### src/rtl/mem_arb_pkg.sv
// Shared types and defaults for the I/D cache memory-port arbiter.
package mem_arb_pkg;

  localparam int ADDR_W_DEF      = 8;
  localparam int LINE_W_DEF      = 128;
  localparam int TIMEOUT_CYC_DEF = 64;

  typedef enum logic [1:0] {
    ST_IDLE    = 2'd0,
    ST_GRANT_I = 2'd1,
    ST_GRANT_D = 2'd2,
    ST_RESP    = 2'd3
  } arb_state_e;

  // Request attributes captured at arbitration time; address is kept separately
  // because its width is a module parameter.
  typedef struct packed {
    logic        wr;
    logic [1:0]  word_id;
    logic [31:0] wdata;
  } req_attr_t;

  // D-cache wins when it is the only requester or when it holds priority.
  function automatic logic pick_d(input logic i_req, input logic d_req, input logic prio_d);
    return d_req & (~i_req | prio_d);
  endfunction

endpackage

### src/rtl/arb_timeout_ctr.sv
// Grant-phase watchdog: cleared on grant, counts while enabled, flags expiry
// once TIMEOUT_CYC-1 is reached and holds there.
module arb_timeout_ctr #(
  parameter int TIMEOUT_CYC = 64
) (
  input  logic clk,
  input  logic reset_n,
  input  logic clr_i,
  input  logic en_i,
  output logic expire_o
);

  localparam int CNT_W = $clog2(TIMEOUT_CYC + 1);

  logic [CNT_W-1:0] cnt_q, cnt_d;

  assign expire_o = (cnt_q == CNT_W'(TIMEOUT_CYC - 1));

  always_comb begin
    cnt_d = cnt_q;
    if (clr_i)                cnt_d = '0;
    else if (en_i && !expire_o) cnt_d = cnt_q + 1'b1;
  end

  always_ff @(posedge clk or negedge reset_n) begin
    if (!reset_n) cnt_q <= '0;
    else          cnt_q <= cnt_d;
  end

endmodule

### src/rtl/cache_mem_arbiter.sv
// Arbitrates the I-cache and D-cache onto one data-memory port, one transaction
// at a time. Define ARB_ROUND_ROBIN_EN for alternating priority; default is D over I.
module cache_mem_arbiter
  import mem_arb_pkg::*;
#(
  parameter int ADDR_W      = ADDR_W_DEF,
  parameter int LINE_W      = LINE_W_DEF,
  parameter int TIMEOUT_CYC = TIMEOUT_CYC_DEF
) (
  input  logic              clk,
  input  logic              reset_n,
  input  logic              i_req_i,
  input  logic [ADDR_W-1:0] i_addr_i,
  output logic              i_gnt_o,
  output logic              i_done_o,
  input  logic              d_req_i,
  input  logic              d_wr_i,
  input  logic [ADDR_W-1:0] d_addr_i,
  input  logic [1:0]        d_word_id_i,
  input  logic [31:0]       d_wdata_i,
  output logic              d_gnt_o,
  output logic              d_done_o,
  output logic [LINE_W-1:0] rdata_o,
  output logic              mem_r_req_o,
  output logic              mem_w_req_o,
  output logic [ADDR_W-1:0] mem_addr_o,
  output logic [1:0]        mem_word_id_o,
  output logic [31:0]       mem_wr_data_o,
  input  logic              mem_comp_i,
  input  logic [LINE_W-1:0] mem_data_i,
  output logic              arb_busy_o,
  output logic              timeout_err_o
);

  arb_state_e        state_q, state_d;
  logic [ADDR_W-1:0] addr_q, addr_d;
  req_attr_t         attr_q, attr_d;
  logic              owner_d_q, owner_d_d;
  logic [LINE_W-1:0] rdata_q, rdata_d;
  logic              err_q, err_d;
  logic              ctr_clr, ctr_en, ctr_expire;
  logic              prio_d;
  logic              grant;

`ifdef ARB_ROUND_ROBIN_EN
  logic prio_d_q, prio_d_d;
  assign prio_d = prio_d_q;
`else
  assign prio_d = 1'b1;
`endif

  always_comb begin
    state_d   = state_q;
    addr_d    = addr_q;
    attr_d    = attr_q;
    owner_d_d = owner_d_q;
    rdata_d   = rdata_q;
    err_d     = err_q;
    ctr_clr   = 1'b0;
    ctr_en    = 1'b0;
`ifdef ARB_ROUND_ROBIN_EN
    prio_d_d  = prio_d_q;
`endif
    case (state_q)
      ST_IDLE: begin
        if (i_req_i || d_req_i) begin
          ctr_clr = 1'b1;
          if (pick_d(i_req_i, d_req_i, prio_d)) begin
            owner_d_d = 1'b1;
            addr_d    = d_addr_i;
            attr_d    = '{wr: d_wr_i, word_id: d_word_id_i, wdata: d_wdata_i};
            state_d   = ST_GRANT_D;
`ifdef ARB_ROUND_ROBIN_EN
            prio_d_d  = 1'b0;
`endif
          end else begin
            owner_d_d = 1'b0;
            addr_d    = i_addr_i;
            attr_d    = '{wr: 1'b0, word_id: 2'd0, wdata: 32'd0};
            state_d   = ST_GRANT_I;
`ifdef ARB_ROUND_ROBIN_EN
            prio_d_d  = 1'b1;
`endif
          end
        end
      end
      ST_GRANT_I, ST_GRANT_D: begin
        ctr_en = 1'b1;
        // Completion wins over a same-cycle expiry so the line is not lost.
        if (mem_comp_i) begin
          rdata_d = mem_data_i;
          state_d = ST_RESP;
        end else if (ctr_expire) begin
          err_d   = 1'b1;
          state_d = ST_RESP;
        end
      end
      ST_RESP: state_d = ST_IDLE;
      default: state_d = ST_IDLE;
    endcase
  end

  always_ff @(posedge clk or negedge reset_n) begin
    if (!reset_n) begin
      state_q   <= ST_IDLE;
      addr_q    <= '0;
      attr_q    <= '0;
      owner_d_q <= 1'b0;
      rdata_q   <= '0;
      err_q     <= 1'b0;
    end else begin
      state_q   <= state_d;
      addr_q    <= addr_d;
      attr_q    <= attr_d;
      owner_d_q <= owner_d_d;
      rdata_q   <= rdata_d;
      err_q     <= err_d;
    end
  end

`ifdef ARB_ROUND_ROBIN_EN
  always_ff @(posedge clk or negedge reset_n) begin
    if (!reset_n) prio_d_q <= 1'b1;
    else          prio_d_q <= prio_d_d;
  end
`endif

  arb_timeout_ctr #(.TIMEOUT_CYC(TIMEOUT_CYC)) u_tmo (
    .clk      (clk),
    .reset_n  (reset_n),
    .clr_i    (ctr_clr),
    .en_i     (ctr_en),
    .expire_o (ctr_expire)
  );

  // All port-facing controls decode from state so reset clears them at once.
  assign i_gnt_o       = (state_q == ST_GRANT_I);
  assign d_gnt_o       = (state_q == ST_GRANT_D);
  assign grant         = i_gnt_o | d_gnt_o;
  assign i_done_o      = (state_q == ST_RESP) & ~owner_d_q;
  assign d_done_o      = (state_q == ST_RESP) &  owner_d_q;
  assign mem_r_req_o   = grant & ~attr_q.wr;
  assign mem_w_req_o   = grant &  attr_q.wr;
  assign mem_addr_o    = grant ? addr_q         : '0;
  assign mem_word_id_o = grant ? attr_q.word_id : 2'd0;
  assign mem_wr_data_o = grant ? attr_q.wdata   : 32'd0;
  assign arb_busy_o    = (state_q != ST_IDLE);
  assign timeout_err_o = err_q;
  assign rdata_o       = rdata_q;

endmodule
### config.mk
export PLATFORM = sky130hd
export DESIGN_NAME = cache_mem_arbiter
export DESIGN_NICKNAME = d
export VERILOG_FILES = /design/src/rtl/mem_arb_pkg.sv /design/src/rtl/arb_timeout_ctr.sv /design/src/rtl/cache_mem_arbiter.sv
export SDC_FILE = /design/constraint.sdc
export NUM_CORES = 1
export LEC_CHECK = 0
export CORE_MARGIN = 2
export CORE_UTILIZATION = 37
export DETAILED_ROUTE_END_ITERATION = 10
export DONT_BUFFER_PORTS = 1
export SLEW_MARGIN = 20
export SYNTH_ARGS = -nofsm -noshare
export SYNTH_HDL_FRONTEND = slang
export SYNTH_HIERARCHICAL = 1
export SYNTH_SLANG_ARGS = --single-unit
### constraint.sdc
create_clock -name clk -period 1.68 [get_ports clk]
set_clock_uncertainty 0.1 [all_clocks]
set_input_delay 0.168 -clock clk [delete_from_list [all_inputs] [get_ports clk]]
set_output_delay 0.168 -clock clk [all_outputs]
set_load 0.01 [all_outputs]
==> results.yml, run 1 <==
run_status:
  status: "aborted with a tool error"
  flow.stopped_at: "4_1_cts"
  error: "[ERROR RSZ-0060] Max buffer count reached."
yosys:
  synth-seq-cells: 182
  synth_ff_type: "dfrtp_1"
  ys_warn_count: 6
  synth_most_common_cell: "dfrtp_1"
  async_reset_ff_share_pct: 100
  synth_edf_count: 0
  postSynthCellCount: 497
  synth_nets: 686
  yosys.area.top_type: "dfrtp_1"
  ys_seq_area_share_pct: 57.5
  syn_area_um2: 7930
  synth.distinct_cells: 37
  synth_top_area_share_pct: 57.5
  synthTopCellsByArea: "dfrtp_1 57%, mux2_4 23%, a22o_1 3.9%"
  postSynthAreaPerCell_um2: 15.9
  synth_common_cells: "182 x dfrtp_1, 121 x mux2_4, 45 x and2_1, 35 x a22o_1, 11 x buf_12"
die:
  die_w_um: 150
  start_util_pct: 37.7
  io_pins: 362
  num_rows: 53
  die_y_um: 150
place:
  dp_cells: 770
  io_buffers: 0
  gp_congestion: 0.741
  dp_hpwl_um: 12400
cts:
  cts_buffers: 17
  holdBufCountCts: 165
  root_buffer: "clkbuf_16"
  post_cts_buffers: 9
  cts_resized: 45
  cts.path.max_buffers: 2
  clock-sinks: 182
  h-tree-depth: 4
==> stage by stage <==
stage	setup slack (ns)	cell area [um^2]
detailed placement	-0.0975	8220
global placement	-0.0356	8220
floorplan	-0.0764	7950
==> cells by family after synthesis <==
kind of cell / Yosys count / synth area share (%)
flops: 182 / 57.5
mux: 142 / 25.7
simple gates: 75 / 5.70
compound gates: 56 / 5.72
buf+inv: 37 / 4.58
fa+ha+maj: 5 / 0.789
==> inputs of run 2 (changes only) <==
Settings changed: CORE_UTILIZATION 37 to 22, PLACE_DENSITY_LB_ADDON set to 0.15.
Clock period 1.68 ns to 2.2 ns, I/O delays scaled along.
==> run 2 against run 1 <==
Against the previous run: the flow now finishes, with violations (hold timing); synthesized area stayed put; synthesized cell count did not move.
==> results.yml, run 2 <==
run_status:
  status: "complete, but fails checks"
  failed_checks: "hold timing"
critical_path:
  rr_worst_depth: 7
  slowest_stage: "dfrtp_1"
  cp_slowest_stage_delay_ns: 0.34
  cp_max_fo: 21
  arrival_ns: 1.71
  end_kind: "output port"
  crit_required_ns: 1.88
  critPathKind: "flop to output port"
  crit_chain: "inv_1, ha_4, buf_12, clkbuf_16, and2_1"
  critical_path.startpoint_type: "flop"
routing:
  drt_iter0_drc: 135
  avgViaCountPerCell: 4.12
  dr.pass1.iters: 4
  wirelength_um: 21100
  wl_per_cell_um: 18.2
  drc: 0
  ant_nets: 0
  num_vias: 4762
power:
  powerDensity_nw_per_um2: 1510
  p_leak_nw: 4.99
  ir_drop_mv: 0.918
min_path:
  hold_class: "input pin to async pin"
die:
  io_pins: 362
  fp.coreArea_um2: 35500
  die_y_um: 194
  num_rows: 69
  dieArea_um2: 37600
  die_w_um: 194
  start_util_pct: 22.3
cts:
  cts_tree: "built"
  clock-sinks: 182
  clkTransAtPathRegs_ns: 0.07
  cts.path.max_buffers: 2
  insertion_delay_ns: 0.44
  holdBufCountCts: 183
  h-tree-depth: 4
  cts_buffers: 17
  root_buffer: "clkbuf_16"
global_routing:
  grt_use_total_pct: 11.4
  grt_max_degree: 183
  antenna_found_initial: 2
  grt_pass1_vias: 5350
  grt-ovfl-total: 0
  grt_pass1_wl_um: 32900
timing:
  worst_slew_pin_slew_ns: 0.516
  setup_slack_ns: 0.171
  rsz0062_at_grt: "false"
  whs_ns: -0.626
  fmax_mhz: 493
  min_period_over_period_pct: 92.2
  setup_tns_ns: 0
  hold_viol_final: 182
  fin_crit_ns: 2.03
  slew_headroom_pct: 65.6
  slew_violations: 0
  finalSetupViolations: 0
yosys:
  ys_warn_count: 6
  postSynthCellCount: 497
  synth_ff_type: "dfrtp_1"
  synth_most_common_cell: "dfrtp_1"
  async_reset_ff_share_pct: 100
  postSynthAreaPerCell_um2: 15.9
  synthTopCellsByArea: "dfrtp_1 57%, mux2_4 23%, a22o_1 3.9%"
  ys_seq_area_share_pct: 57.5
  synth_nets: 686
  synth_edf_count: 0
  synth.distinct_cells: 37
  syn_area_um2: 7930
  synth_common_cells: "182 x dfrtp_1, 121 x mux2_4, 45 x and2_1, 35 x a22o_1, 11 x buf_12"
  synth_top_area_share_pct: 57.5
  synth-seq-cells: 182
  yosys.area.top_type: "dfrtp_1"
layout:
  areaGrowthSynthToFinish_pct: 36.8
  final_nets: 870
  drive_gt1_share_pct: 28.7
  design_area_um2: 10800
  layoutNonFillerInstCount: 1157
  largest_reg_flops: 128
  layout_common_cells: "183 x dlygate4sd3_1, 182 x dfrtp_1, 121 x mux2_4"
  mostFrequentLayoutCell: "dlygate4sd3_1"
place:
  io_buffers: 0
  dp_hpwl_um: 13700
  dp_cells: 939
  placed_area_um2: 8310
  place_ws_ns: 0.196
  gp_congestion: 0.737
job:
  drv_cap: 0
[run 2: cell counts after synthesis]
No cell type changed its count.
[run 2: kinds of logic after synthesis]
logic type      count (synthesis)  synth area share, %
mux                           142                 25.7
compound gates                 56                 5.72
fa+ha+maj                       5                0.789
buf+inv                        37                 4.58
simple gates                   75                 5.70
flops                         182                 57.5
[run 2: area by class of cell]
cell class	instances	area (um^2)
multi-input combinational	278	3080
sequential	182	4550
antenna	2	5.00
inverter	7	26.3
timing repair buffer	195	2000
fill	3504	24600
tap	461	577
clock inverter	14	165
clock buffer	18	429
[run 2: worst paths after layout]
kind,start,end,slack (ns)
worst max-delay path,state_q[0],mem_w_req_o,0.17
worst min-delay path,reset_n,rdata_o[30],-0.63
worst max register to register,u_tmo/cnt_q[0],state_q[1],0.19
worst min register to register,addr_q[5],addr_q[5],0.38
max in group asynchronous,reset_n,rdata_o[116],2.39
min in group clk,d_req_i,u_tmo/cnt_q[4],0.06
[run 2: worst max-delay path, delay by kind of cell, from the launching register on]
| family | cells | cell delay [ns] |
|---|---|---|
| adders and majority gates | 1 | 0.32 |
| and+or+nand+nor | 1 | 0.18 |
| buffers and inverters | 3 | 0.42 |
| DFF | 1 | 0.34 |
[run 2: power by group]
part	total [mW]	leakage, nW	switching, mW	internal (mW)
logic	6.33	2.52	2.47	3.85
registers	6.84	2.19	1.85	4.99
clock network	3.18	0.284	1.46	1.71
[run 2: what timing repair did]
item / 4_1_cts / 5_1_grt
resized for setup: 19 / 4
hold endpoints to repair: 355 / 182
setup endpoints to repair: 34 / 34
pin swaps: 0 / 0
buffers inserted: 0 / 0
gates cloned: 0 / 1
[run 2: layer usage]
layer  share of wire [%]  GRT usage [%]  vias up
met1                  39           12.7     2405
met4                 2.3           4.66        0
met3                 8.3           4.66       27
met2                  51           19.2      221
li1                    -              -     2109
met5                   0              0        -
[run 2: stage by stage]
| step | util, % | power (mW) |
|---|---|---|
| finish | 30.6 | 16.3 |
| global route | 30.5 | 17.4 |
| CTS | 30.4 | 16.4 |
| detailed placement | 23.4 | 12.6 |
| global placement | 23.4 | 12.5 |
| floorplan | - | 11.7 |
Power figures use the tool's default switching activity.
==> inputs of run 3 (changes only) <==
Settings changed: ABC_CLOCK_PERIOD_IN_PS set to 2200, HOLD_SLACK_MARGIN set to 0.1.
==> run 3 against run 2 <==
Against the previous run: the flow still finishes with violations (hold timing); sequential power is essentially flat; flip-flop and latch count is the same; core utilization grew 0.28 points; via count grew 0.92%; clock power is essentially flat; first-iteration DRC count grew 8.9%; non-clock buffer count grew 10; worst setup slack lost 0.042 ns; hold slack lost 0.00065 ns; maximum frequency shrank 2.0%; global-route usage grew 0.067 points; cell count grew 0.86%; critical path type is now flop to flop; largest cell class unchanged.
==> results.yml, run 3 (synthesized netlist as in run 2, its figures left out) <==
run_status:
  status: "complete, but fails checks"
  failed_checks: "hold timing"
timing:
  fmax_mhz: 483
  slew_headroom_pct: 65.6
  whs_ns: -0.627
  min_period_over_period_pct: 94.2
  setup_tns_ns: 0
  fin_crit_ns: 2.07
  slew_violations: 0
  finalSetupViolations: 0
  worst_slew_pin_slew_ns: 0.516
  rsz0062_at_grt: "false"
  hold_viol_final: 182
critical_path:
  critPathKind: "flop to flop"
  cpLargestDelayFamily: "buffers and inverters"
  crit_required_ns: 2.42
  crit_chain: "inv_1, ha_4, nand2_8, mux2_2, dlygate4sd3_1"
  cp_slowest_stage_delay_ns: 0.55
  arrival_ns: 2.29
  critical_path.startpoint_type: "flop"
  slowest_stage: "dlygate4sd3_1"
  path_buf_inv: 2
  end_kind: "flop"
  cp_max_fo: 15
global_routing:
  grt_pass1_wl_um: 33100
  gr-max-usage-layer: "met2"
  use_met2_pct: 19.4
  use_met3_pct: 4.68
  grt-ovfl-total: 0
  grt_use_met1_pct: 12.7
  grt_use_total_pct: 11.4
  grt_pass1_vias: 5404
  grt_max_degree: 183
  antenna_found_initial: 2
die:
  die_y_um: 194
  dieArea_um2: 37600
  die_w_um: 194
  io_pins: 362
  fp.coreArea_um2: 35500
  start_util_pct: 22.3
  num_rows: 69
layout:
  final_nets: 880
  design_area_um2: 10900
  areaGrowthSynthToFinish_pct: 38.0
  layout_common_cells: "193 x dlygate4sd3_1, 182 x dfrtp_1, 121 x mux2_4"
  largest_reg_flops: 128
  mostFrequentLayoutCell: "dlygate4sd3_1"
  drive_gt1_share_pct: 28.3
cts:
  clock-sinks: 182
  clkTransAtPathRegs_ns: 0.07
  holdBufCountCts: 193
  post_cts_buffers: 0
  insertion_delay_ns: 0.44
  root_buffer: "clkbuf_16"
  cts.path.max_buffers: 2
  cts_tree: "built"
  h-tree-depth: 4
  cts_buffers: 17
place:
  placed_area_um2: 8310
  io_buffers: 0
  gp_congestion: 0.737
  dp_hpwl_um: 13700
power:
  power_frac_comb_pct: 39.4
  internal_power_mw: 10.7
  switching_share_pct: 35.3
  clockPowerShare_pct: 19.3
  p_switching_mw: 5.84
  ir_drop_mv: 0.920
  p_leak_nw: 5.04
  seqPwrFrac_pct: 41.4
  powerDensity_nw_per_um2: 1510
routing:
  wl_per_cell_um: 18.1
  avgViaCountPerCell: 4.12
  drt_iter0_drc: 147
  ant_nets: 0
  drc: 0
  dr.pass1.iters: 4
  wirelength_um: 21200
  num_vias: 4806
min_path:
  hold_class: "input pin to async pin"
job:
  drv_cap: 0
-- run 3: final timing paths --
check | start | slack [ns] | depth (start not counted) | to
worst min-delay path | reset_n | -0.63 | 0 | rdata_o[30]
worst max-delay path | state_q[0] | 0.13 | 5 | rdata_o[0]
worst max register to register | state_q[0] | 0.13 | 5 | rdata_o[0]
min in group clk | mem_comp_i | 0.28 | 3 | rdata_o[112]
max in group asynchronous | reset_n | 2.40 | 0 | rdata_o[1]
worst min register to register | addr_q[5] | 0.38 | 2 | addr_q[5]
-- run 3: power groups by stage --
stage / clock network [mW] / logic [mW] / registers [mW]
2_1_floorplan: 0 / 5.28 / 6.38
5_1_grt: 3.49 / 7.04 / 7.05
6_report: 3.19 / 6.52 / 6.84
3_3_place_gp: 0 / 5.59 / 6.92
3_5_place_dp: 0 / 5.69 / 6.90
4_1_cts: 3.35 / 6.40 / 6.85
-- run 3: cell type report --
class / instances / area [um^2]
clock buffers: 18 / 429
fillers: 3506 / 24500
well taps: 461 / 577
diodes: 2 / 5.00
repair buffers: 205 / 2100
flip-flops and latches: 182 / 4550
multi-input cells: 278 / 3080
clock inverters: 14 / 165
inverters: 7 / 26.3
-- run 3: what timing repair did --
item	in CTS	in global routing
gates cloned	0	1
endpoints found under the setup margin	34	34
pin swaps	0	0
resized for setup	19	4
hold endpoints to repair	359	182
-- run 3: metrics by stage --
stage	setup WS [ns]	utilization, %	hold slack (ns)	std cells	power [mW]
floorplan	0.342	-	-0.176	497	11.7
CTS	0.00162	30.7	-0.671	1164	16.6
detailed placement	0.196	23.4	-0.171	939	12.6
global placement	0.244	23.4	-0.170	939	12.5
finish	0.128	30.8	-0.627	1167	16.5
global route	0.0464	30.8	-0.679	1166	17.6
-- run 3: routing by layer --
metal | part of all wire [%] | vias up | wire, um
met5 | 0 | - | 0
met4 | 2.3 | 0 | 494
met3 | 8.2 | 25 | 1740
met2 | 51 | 215 | 10800
met1 | 39 | 2436 | 8170
li1 | - | 2130 | -
==> inputs of run 4 (changes only) <==
Settings changed: SETUP_SLACK_MARGIN set to 0.1, SYNTH_HIERARCHICAL 1 to unset.
==> run 4 against run 3 <==
Against the previous run: the run now fails in 4_1_cts; synthesized cell count is 15% higher; synthesized area is 7.0% lower.
==> results.yml, run 4 <==
yosys:
  synthTopCellsByArea: "dfrtp_1 62%, mux2_2 20%, nand2_1 4.4%"
  ys_warn_count: 0
  yosys.area.top_type: "dfrtp_1"
  synth.distinct_cells: 25
  postSynthCellCount: 573
  ys_seq_area_share_pct: 61.8
  synth-seq-cells: 182
  synth_edf_count: 0
  synth_most_common_cell: "dfrtp_1"
  synth_top_area_share_pct: 61.8
  synth_nets: 763
  syn_area_um2: 7370
  postSynthAreaPerCell_um2: 12.9
  synth_ff_type: "dfrtp_1"
  synth_common_cells: "182 x dfrtp_1, 128 x mux2_2, 87 x nand2_1, 45 x and2_1, 38 x nand3_1"
  async_reset_ff_share_pct: 100
die:
  start_util_pct: 22.1
  num_rows: 67
  die_y_um: 187
  die_w_um: 187
  io_pins: 362
place:
  gp_congestion: 0.746
  io_buffers: 0
  dp_hpwl_um: 13900
run_status:
  flow.stopped_at: "4_1_cts"
  status: "aborted with a tool error"
  error: "[ERROR RSZ-0060] Max buffer count reached."
cts:
  h-tree-depth: 4
  root_buffer: "clkbuf_16"
  post_cts_buffers: 4
  cts.path.max_buffers: 2
  cts_buffers: 17
  clock-sinks: 182
  holdBufCountCts: 207
  cts_resized: 26
## run 4: cells by family after synthesis
| family | count (synthesis) | synth area share, % |
|---|---|---|
| xor+xnor | 2 | 0.238 |
| flops | 182 | 61.8 |
| buf+inv | 40 | 2.29 |
| fa+ha+maj | 6 | 1.02 |
| mux | 138 | 21.0 |
| compound gates | 22 | 1.75 |
| simple gates | 183 | 11.9 |
## run 4: stage by stage
step | area [um^2] | worst slack [ns] | std cells | hold WS, ns | util (%)
after detailed placement | 7910 | 0.185 | 998 | -0.170 | 23.8
after floorplan | 7370 | 0.223 | 573 | -0.176 | -
after global placement | 7910 | 0.236 | 998 | -0.169 | 23.8
